==> src/rtl/qr_to_bcd_if.sv <==
// Handshake and data bundle for the qr_to_bcd digit generator.
// master: upstream requester / result consumer. slave: the converter.
interface qr_to_bcd_if #(
    parameter int FRAC_DIGITS = 4
);
    logic                     start;
    logic                     sign_in;
    logic [23:0]              q_in;
    logic [23:0]              r_in;
    logic                     busy;
    logic                     done;
    logic                     sign_out;
    logic [31:0]              int_bcd;
    logic [4*FRAC_DIGITS-1:0] frac_bcd;

    modport master (
        output start, sign_in, q_in, r_in,
        input  busy, done, sign_out, int_bcd, frac_bcd
    );

    modport slave (
        input  start, sign_in, q_in, r_in,
        output busy, done, sign_out, int_bcd, frac_bcd
    );
endinterface

==> src/rtl/qr_to_bcd.sv <==
// qr_to_bcd: sequential decimal digit generator for the float-to-decimal path.
// Integer part Q (24 bit) -> 8 packed-BCD digits by double dabble, one bit/clock.
// Fraction R (24 bit, binary point above bit 23) -> FRAC_DIGITS packed-BCD digits
// by repeated multiply-by-10, one digit/clock.
// Optional feature macro QR_TO_BCD_ROUND_EN: adds a ROUND state that rounds the
// combined {int, frac} decimal result half-up on the leftover fraction bit.
//
// state | meaning
// IDLE  | waiting for start; inputs captured when start=1
// INT   | 24 shift-add-3 steps over Q
// FRAC  | FRAC_DIGITS multiply-by-10 steps over R
// ROUND | (macro only) single-cycle BCD increment if remainder >= 0.5 ulp
// DONE  | result visible on outputs, done pulse, back to IDLE
module qr_to_bcd #(
    parameter int FRAC_DIGITS = 4
) (
    input  logic        clk,
    input  logic        rst,
    qr_to_bcd_if.slave  bus
);
    localparam int FW = 4 * FRAC_DIGITS;

`ifdef QR_TO_BCD_ROUND_EN
    typedef enum logic [2:0] {IDLE, INT, FRAC, ROUND, DONE} state_t;
`else
    typedef enum logic [2:0] {IDLE, INT, FRAC, DONE} state_t;
`endif

    state_t state, state_nxt;

    logic [23:0]   q_w;
    logic [23:0]   r_w;
    logic [31:0]   bcd_w;
    logic [FW-1:0] frac_w;
    logic          sign_w;
    logic [4:0]    cnt;
    logic          cnt_tc;

    logic [31:0]   int_r;
    logic [FW-1:0] frac_r;
    logic          sign_r;

    logic [31:0]   bcd_adj;
    logic [55:0]   dd_shift;
    logic [27:0]   acc;
    logic [FW-1:0] frac_nxt;

    assign cnt_tc = (cnt == 5'd0);

    // Double-dabble correction and shift, and the multiply-by-10 digit step.
    always_comb begin
        bcd_adj = bcd_w;
        for (int i = 0; i < 8; i++) begin
            if (bcd_w[4*i +: 4] >= 4'd5) begin
                bcd_adj[4*i +: 4] = bcd_w[4*i +: 4] + 4'd3;
            end
        end
        dd_shift = {bcd_adj, q_w} << 1;
        acc      = ({4'b0, r_w} << 3) + ({4'b0, r_w} << 1);
        frac_nxt = (frac_w << 4) | FW'(acc[27:24]);
    end

`ifdef QR_TO_BCD_ROUND_EN
    logic [FW+31:0] rnd_in;
    logic [FW+31:0] rnd_out;
    logic           rnd_carry;

    // Chained per-digit BCD incrementer over {int, frac}; carry seeded by r[23].
    always_comb begin
        rnd_in    = {bcd_w, frac_w};
        rnd_out   = rnd_in;
        rnd_carry = r_w[23];
        for (int i = 0; i < 8 + FRAC_DIGITS; i++) begin
            if (rnd_carry) begin
                if (rnd_in[4*i +: 4] == 4'd9) begin
                    rnd_out[4*i +: 4] = 4'd0;
                end else begin
                    rnd_out[4*i +: 4] = rnd_in[4*i +: 4] + 4'd1;
                    rnd_carry         = 1'b0;
                end
            end
        end
    end
`endif

    // State register.
    always_ff @(posedge clk or posedge rst) begin
        if (rst) begin
            state <= IDLE;
        end else begin
            state <= state_nxt;
        end
    end

    // Next-state decode; the down-counter terminal count ends INT and FRAC.
    always_comb begin
        state_nxt = state;
        case (state)
            IDLE:  if (bus.start) state_nxt = INT;
            INT:   if (cnt_tc) state_nxt = FRAC;
`ifdef QR_TO_BCD_ROUND_EN
            FRAC:  if (cnt_tc) state_nxt = ROUND;
            ROUND: state_nxt = DONE;
`else
            FRAC:  if (cnt_tc) state_nxt = DONE;
`endif
            DONE:  state_nxt = IDLE;
            default: state_nxt = IDLE;
        endcase
    end

    // Working registers and result registers; results only change on entry to DONE.
    always_ff @(posedge clk or posedge rst) begin
        if (rst) begin
            q_w    <= '0;
            r_w    <= '0;
            bcd_w  <= '0;
            frac_w <= '0;
            sign_w <= 1'b0;
            cnt    <= '0;
            int_r  <= '0;
            frac_r <= '0;
            sign_r <= 1'b0;
        end else begin
            case (state)
                IDLE: begin
                    if (bus.start) begin
                        q_w    <= bus.q_in;
                        r_w    <= bus.r_in;
                        sign_w <= bus.sign_in;
                        bcd_w  <= '0;
                        frac_w <= '0;
                        cnt    <= 5'd23;
                    end
                end
                INT: begin
                    bcd_w <= dd_shift[55:24];
                    q_w   <= dd_shift[23:0];
                    cnt   <= cnt_tc ? 5'(FRAC_DIGITS - 1) : cnt - 5'd1;
                end
                FRAC: begin
                    frac_w <= frac_nxt;
                    r_w    <= acc[23:0];
                    if (!cnt_tc) begin
                        cnt <= cnt - 5'd1;
                    end
`ifndef QR_TO_BCD_ROUND_EN
                    else begin
                        int_r  <= bcd_w;
                        frac_r <= frac_nxt;
                        sign_r <= sign_w;
                    end
`endif
                end
`ifdef QR_TO_BCD_ROUND_EN
                ROUND: begin
                    int_r  <= rnd_out[FW+31:FW];
                    frac_r <= rnd_out[FW-1:0];
                    sign_r <= sign_w;
                end
`endif
                default: ;
            endcase
        end
    end

    assign bus.busy     = (state != IDLE) && (state != DONE);
    assign bus.done     = (state == DONE);
    assign bus.int_bcd  = int_r;
    assign bus.frac_bcd = frac_r;
    assign bus.sign_out = sign_r;

endmodule
==> src/flat_wrapper.sv <==
// flat-port wrapper written by rule: the top's interface ports become plain ports
module qr_to_bcd_flat 
#(
    parameter int FRAC_DIGITS = 4
)
  (clk, rst, bus_start, bus_sign_in, bus_q_in, bus_r_in, bus_busy, bus_done, bus_sign_out, bus_int_bcd, bus_frac_bcd);
  qr_to_bcd_if #(.FRAC_DIGITS(FRAC_DIGITS)) bus_i ();
  input  logic clk;
  input  logic rst;
  input wire logic [$bits(bus_i.start)-1:0] bus_start;
  input wire logic [$bits(bus_i.sign_in)-1:0] bus_sign_in;
  input wire logic [$bits(bus_i.q_in)-1:0] bus_q_in;
  input wire logic [$bits(bus_i.r_in)-1:0] bus_r_in;
  output wire logic [$bits(bus_i.busy)-1:0] bus_busy;
  output wire logic [$bits(bus_i.done)-1:0] bus_done;
  output wire logic [$bits(bus_i.sign_out)-1:0] bus_sign_out;
  output wire logic [$bits(bus_i.int_bcd)-1:0] bus_int_bcd;
  output wire logic [$bits(bus_i.frac_bcd)-1:0] bus_frac_bcd;
  assign bus_i.start = bus_start;
  assign bus_i.sign_in = bus_sign_in;
  assign bus_i.q_in = bus_q_in;
  assign bus_i.r_in = bus_r_in;
  assign bus_busy = bus_i.busy;
  assign bus_done = bus_i.done;
  assign bus_sign_out = bus_i.sign_out;
  assign bus_int_bcd = bus_i.int_bcd;
  assign bus_frac_bcd = bus_i.frac_bcd;
  qr_to_bcd #(.FRAC_DIGITS(FRAC_DIGITS)) u_core (.clk(clk), .rst(rst), .bus(bus_i));
endmodule
==> config.mk <==
export PLATFORM = sky130hd
export DESIGN_NAME = qr_to_bcd_flat
export DESIGN_NICKNAME = d
export VERILOG_FILES = /design/src/rtl/qr_to_bcd_if.sv /design/src/rtl/qr_to_bcd.sv /design/src/flat_wrapper.sv
export SDC_FILE = /design/constraint.sdc
export NUM_CORES = 1
export LEC_CHECK = 0
export ABC_AREA = 1
export CORE_AREA = 2 2 132 134
export CTS_CLUSTER_DIAMETER = 60
export CTS_CLUSTER_SIZE = 12
export DETAILED_ROUTE_END_ITERATION = 12
export DIE_AREA = 0 0 134 136
export MAX_ROUTING_LAYER = met4
export PLACE_DENSITY = 0.82
export SLEW_MARGIN = 40
export SYNTH_ARGS = -nofsm -noshare
export SYNTH_HDL_FRONTEND = slang
export SYNTH_SLANG_ARGS = --single-unit
==> constraint.sdc <==
create_clock -name clk -period 13.8 [get_ports clk]
set_clock_uncertainty 0.2 [all_clocks]
set_input_delay 2.76 -clock clk [delete_from_list [all_inputs] [get_ports clk]]
set_output_delay 2.76 -clock clk [all_outputs]
set_load 0.05 [all_outputs]
### Word level (Yosys, flattened, before mapping)

Cells that the tools add are included.

| cells by class | value |
|---|---|
| add/subtract/negate cells | 10 |
| $mul | 0 |
| divide/modulo/power cells | 0 |
| magnitude comparators | 8 |
| equality and inequality tests | 8 |
| shift operators | 0 |
| multiplexer cells | 24 |
| bitwise logic cells | 1 |
| reduce and logical (&&, ||, !) cells | 13 |

Operators with widths:

| kind | number |
|---|---|
| $pmux 24 s2 | 2 |
| $pmux 32 s2 | 1 |
| $mux 24 | 2 |
| $ge 4x3->1 const B | 8 |
| $mux 32 | 1 |
| $add 27x25->28 | 1 |
| $add 4x2->4 const B | 7 |
| $mux 4 | 7 |
| $pmux 12 s2 | 1 |
| $or 16x4->16 | 1 |
| $mux 5 | 3 |
| $pmux 5 s3 | 1 |
| $mux 12 | 1 |
| $mux 3 | 4 |
| $pmux 3 s3 | 1 |
| $reduce_and 2->1 | 4 |
| $eq 3x2->1 const B | 2 |
| $reduce_and 3->1 | 2 |
| $reduce_bool 3->1 | 2 |
| $logic_not 5->1 | 1 |
| $sub 5x1->5 const B | 1 |
| $ne 2x1->1 const B | 2 |
| $ne 2x2->1 const B | 2 |
| $reduce_bool 2->1 | 2 |
| other kinds (5) | 5 |

| word-level totals | value |
|---|---|
| bits in registers | 150 |
| latch bits | 0 |
| bits in writable memories | 0 |
| memory bits (read-only) | 0 |
| output and inout bits | 51 |
| logic and storage cells | 74 |
| memories | 0 |

### Longest topological paths before layout

| depth | value |
|---|---|
| depth after elaboration | 3 |
| gate-level depth with buffers | 13 |

### Worst setup path after synthesis

OpenSTA, ideal clock, no wires.

| timing | value |
|---|---|
| path type | flip-flop to output port |
| from | reg u_core.state[0] |
| to | out bus_busy |
| data arrival time | 1.036 ns |
| data required time | 10.840 ns |
| slack | 9.804 ns |
| stages on the path, launching flop included | 3 |
| path through | dfrtp_1 > inv_1 > ha_1 |

| on the way | value |
|---|---|
| longest elaborated chain between the ends | 2 |
| elaborated cells between the ends (all ways) | 3 |
| those cells by class | 1 x eq/ne; 2 x reduce/logical |

RTL lines:

| item | RTL line | RTL |
|---|---|---|
| start: declaration | qr_to_bcd.sv:29 | `state_t state, state_nxt;` |
| start signal: assignment | qr_to_bcd.sv:91 | `state <= state_nxt;` |
| $ne 3x2->1 / $reduce_bool 3->1 (equally long branches) | qr_to_bcd.sv:167 | `assign bus.busy = (state != IDLE) && (state != DONE);` |
| $logic_and 1x1->1 * | qr_to_bcd.sv:167 |  |
| end: declaration | flat_wrapper.sv:14 | `output wire logic [$bits(bus_i.busy)-1:0] bus_busy;` |

Every way passes the cells marked *; elsewhere a longest branch is shown, timed or not.

### Worst setup path in the final report

| timing | value |
|---|---|
| from | reg u_core.state[1] |
| to | out bus_busy |

The elaborated chain is that of the path after synthesis.

==> key figures <==
STA
  • Min cycle time layout: 5100 ps
  • Worst-margin pin slew: 740 ps
  • Final setup fails: 0
  • Max-slew violations: 0
  • Final hold violations: 0
  • RSZ-0062 raised after global routing: no
  • Fmax: 196 MHz
  • Max-slew headroom: 50.6%
  • Crit share post-route: 37.0%
  • Hold Slack: 282 ps
  • Setup_tns: 0 ps

Global route
  • Largest net degree at the start of global routing: 97
  • Total GRT Usage: 22.7%
  • Vias in the first global route: 6,971
  • Initial antenna violation count: 0
  • Global-route wire length before repair: 32,500 um
  • Total gr overflow: 0

Logic synthesis
  • Post-synth top area cell: dfrtp_1
  • Largest family of logic cells by synthesized area: simple AND/OR/NAND/NOR gates
  • Synth warn: 0
  • Post-Syn Area per Cell: 7.64 um2
  • Synthesis-stage register bit count: 149
  • Cell with the most instances after synthesis: nand2_1
  • Main flop type after synthesis: dfrtp_1
  • Synth unique cells: 32
  • Post-Synthesis Cells: 1,086
  • Adder-Cell Fraction of Synth Area: 6.87%
  • Synth Net Count: 1,183
  • Synth top cells by count: nand2_1, dfrtp_1, inv_1
  • Post-synth EDFFs: 0
  • Synthesized cell area: 0.00830 mm2
  • Yosys top cell area share: 44.9%
  • Ranking of synthesized cells by area: dfrtp_1, nand2_1, ha_1
  • Synth Area in XOR/XNOR: 1.37%
  • Mux contribution to synthesized area: 0%
  • Register area share after synthesis: 44.9%
  • Synth async-reset ratio: 100%
  • Synth Area in Compound Gates: 14.0%
  • Post-synthesis simple-gate area fraction: 24.6%

Setup path
  • Crit-path max cell delay: 830 ps
  • WP data required: 10,840 ps
  • Crit-path cells: inv_1 > ha_1 > clkdlybuf4s50_1
  • Slowest-stage cell, CP: clkdlybuf4s50_1
  • Crit Path Class: reg2out
  • CP Max Fanout: 4
  • Critical Path End Type: output pin
  • WP data arrival: 2140 ps
  • CP Launch Type: flop

Power and ir drop
  • Combinational share of power: 50.7%
  • Cell Pwr Density: 230 mW/mm2
  • Clock Power Share: 21.4%
  • Seq pwr share: 27.9%
  • Pleak: 4.75 nW
  • Int Pwr: 1.26 mW
  • Worst vdd ir: 0.143 mV
  • Sw Ratio: 45.9%
  • Psw: 1.07 mW

Min path
  • Worst Hold Class: reg2reg

Place
  • # port buffers: 102
  • Placed Area: 0.00946 mm2
  • Placer congestion estimate: 0.938
  • HPWL after DPL: 13,500 um

Route
  • DRT iter0 DRCs: 614
  • Routed wire length: 19,200 um
  • DR WL/cell: 13.6 um
  • Antenna Violating Nets Remaining: 0
  • DR vias/cell: 5.27
  • Vias: 7,455
  • First-pass DRT Iterations: 7
  • # DRC: 0

Clock tree
  • Post-CTS setup repair buffer count: 0
  • Post-cts repair resize count: 0
  • Clk Latency, worst-skew pair: 430 ps
  • Number of H-tree levels: 4
  • CTS sink count: 149
  • Clk slew on worst S/H paths: 60 ps
  • CTS Buf Count: 17
  • Clk root buf: clkbuf_16
  • Max Root-Sink Buffers: 2
  • TritonCTS clock tree: done
  • Hold Buf Count CTS: 0

Floorplan
  • Die height: 136 um
  • Cell Rows: 48
  • Die width: 134 um
  • Initial Util: 49.2%
  • Core region area: 0.0169 mm2
  • Overall die area: 0.0182 mm2
  • Io pins: 103

Cells and area
  • Post-Route Utilization: 59.8%
  • Seq. cell area: 0.00373 mm2
  • Area Overhead vs Synth: 21.7%
  • # fillers: 1,492
  • Design area: 0.0101 mm2
  • Share of cells above drive strength 1: 5.21%
  • # nets final: 1,273
  • Multi-input gate area: 0.00389 mm2
  • ANT cells: 0

Flow run
  • Maxcap violations: 0

Run status
  • Status: finished clean
==> power by group through the flow <==
stage / Combinational, mW / Sequential [mW] / Clock (mW)
floorplan: 0.888 / 0.664 / 0
global placement: 1.14 / 0.649 / 0
detailed placement: 1.17 / 0.653 / 0
CTS: 1.18 / 0.647 / 0.503
global route: 1.35 / 0.664 / 0.522
finish: 1.18 / 0.649 / 0.498
==> critical path: cells and delay by family (launching register included) <==
family     cells  cell delay (ps)
flops          1              410
fa+ha+maj      1              370
buf+inv        2              930
==> routing by layer <==
metal	global-route usage [%]	part of all wire, %	vias up
li1	-	-	3703
met1	31.5	48	3502
met2	34.1	45	216
met3	3.99	5.1	34
met4	7.45	2.0	0
met5	-	0	-
==> cells by family (layout without fill, tap and decap cells) <==
family / after synthesis / count (layout)
flip-flops: 149 / 149
XOR/XNOR: 13 / 13
buffers and inverters: 168 / 271
adder cells (fa/ha/maj): 45 / 45
AND/OR/NAND/NOR: 501 / 501
AO/OA/AOI/OAI: 210 / 210
==> final cells by class <==
type	instances	area share [%]
Clock inverter	13	1.93
Timing Repair Buffer	107	10.6
Inverter	132	4.96
Sequential cell	149	36.9
Multi-Input combinational cell	769	38.6
Tap cell	225	2.79
Clock buffer	19	4.29
==> per-stage QoR <==
step	worst slack (ps)	cells	power, mW
4_1_cts	8700	1414	2.33
6_report	8700	1414	2.33
5_1_grt	8620	1414	2.53
3_3_place_gp	8900	1382	1.79
3_5_place_dp	8810	1382	1.82
2_1_floorplan	6830	1086	1.55
==> sequential cells by signal, indices dropped and copies added (netlist names), 2 cells and up <==
| signal | cells |
|---|---|
| u_core.bcd_w | 32 |
| u_core.bus.int_bcd | 32 |
| u_core.q_w | 24 |
| u_core.r_w | 24 |
| u_core.bus.frac_bcd | 16 |
| u_core.frac_w | 12 |
| u_core.cnt | 5 |
| u_core.state | 2 |
==> cells in the final DEF (no fill, tap or decap), types with 2 or more instances in the layout <==
cell type        synthesis  layout
nand2_1                310     310
dfrtp_1                149     149
inv_1                  124     123
clkdlybuf4s50_1          0     102
nor2_1                 101     101
o21ai_0                 94      94
nand3_1                 59      59
a21oi_1                 49      49
ha_1                    44      43
a31oi_1                 28      28
o22ai_1                 23      23
clkbuf_16                0      17
xor2_1                  12      12
or2_2                   10      10
nand4_1                  9       9
nor3_1                   6       6
inv_2                    6       6
o21ai_1                  6       6
o32ai_1                  4       4
inv_6                    0       4
bufinv_16                0       4
o21bai_1                 3       3
nor2_4                   3       3
buf_4                    4       3
o21ai_4                  2       2
clkinv_1                 2       2
clkbuf_1                13       2
clkinvlp_4               0       2
clkinv_4                 0       2
buf_6                    2       2
==> path summary, 6_finish.rpt <==
kind	from	to	slack, ps	cells past startpoint
worst min-delay path	u_core.bus.frac_bcd[5]	u_core.bus.frac_bcd[5]	280	2
worst min register to register	u_core.bus.frac_bcd[5]	u_core.bus.frac_bcd[5]	280	2
worst max-delay path	u_core.state[1]	bus_busy	8700	3
max in group asynchronous	rst	u_core.bus.frac_bcd[13]	9720	3
min in group asynchronous	rst	u_core.q_w[19]	2640	2
worst max register to register	u_core.state[1]	u_core.bcd_w[14]	10700	8
(Power assumes the default switching activity.)
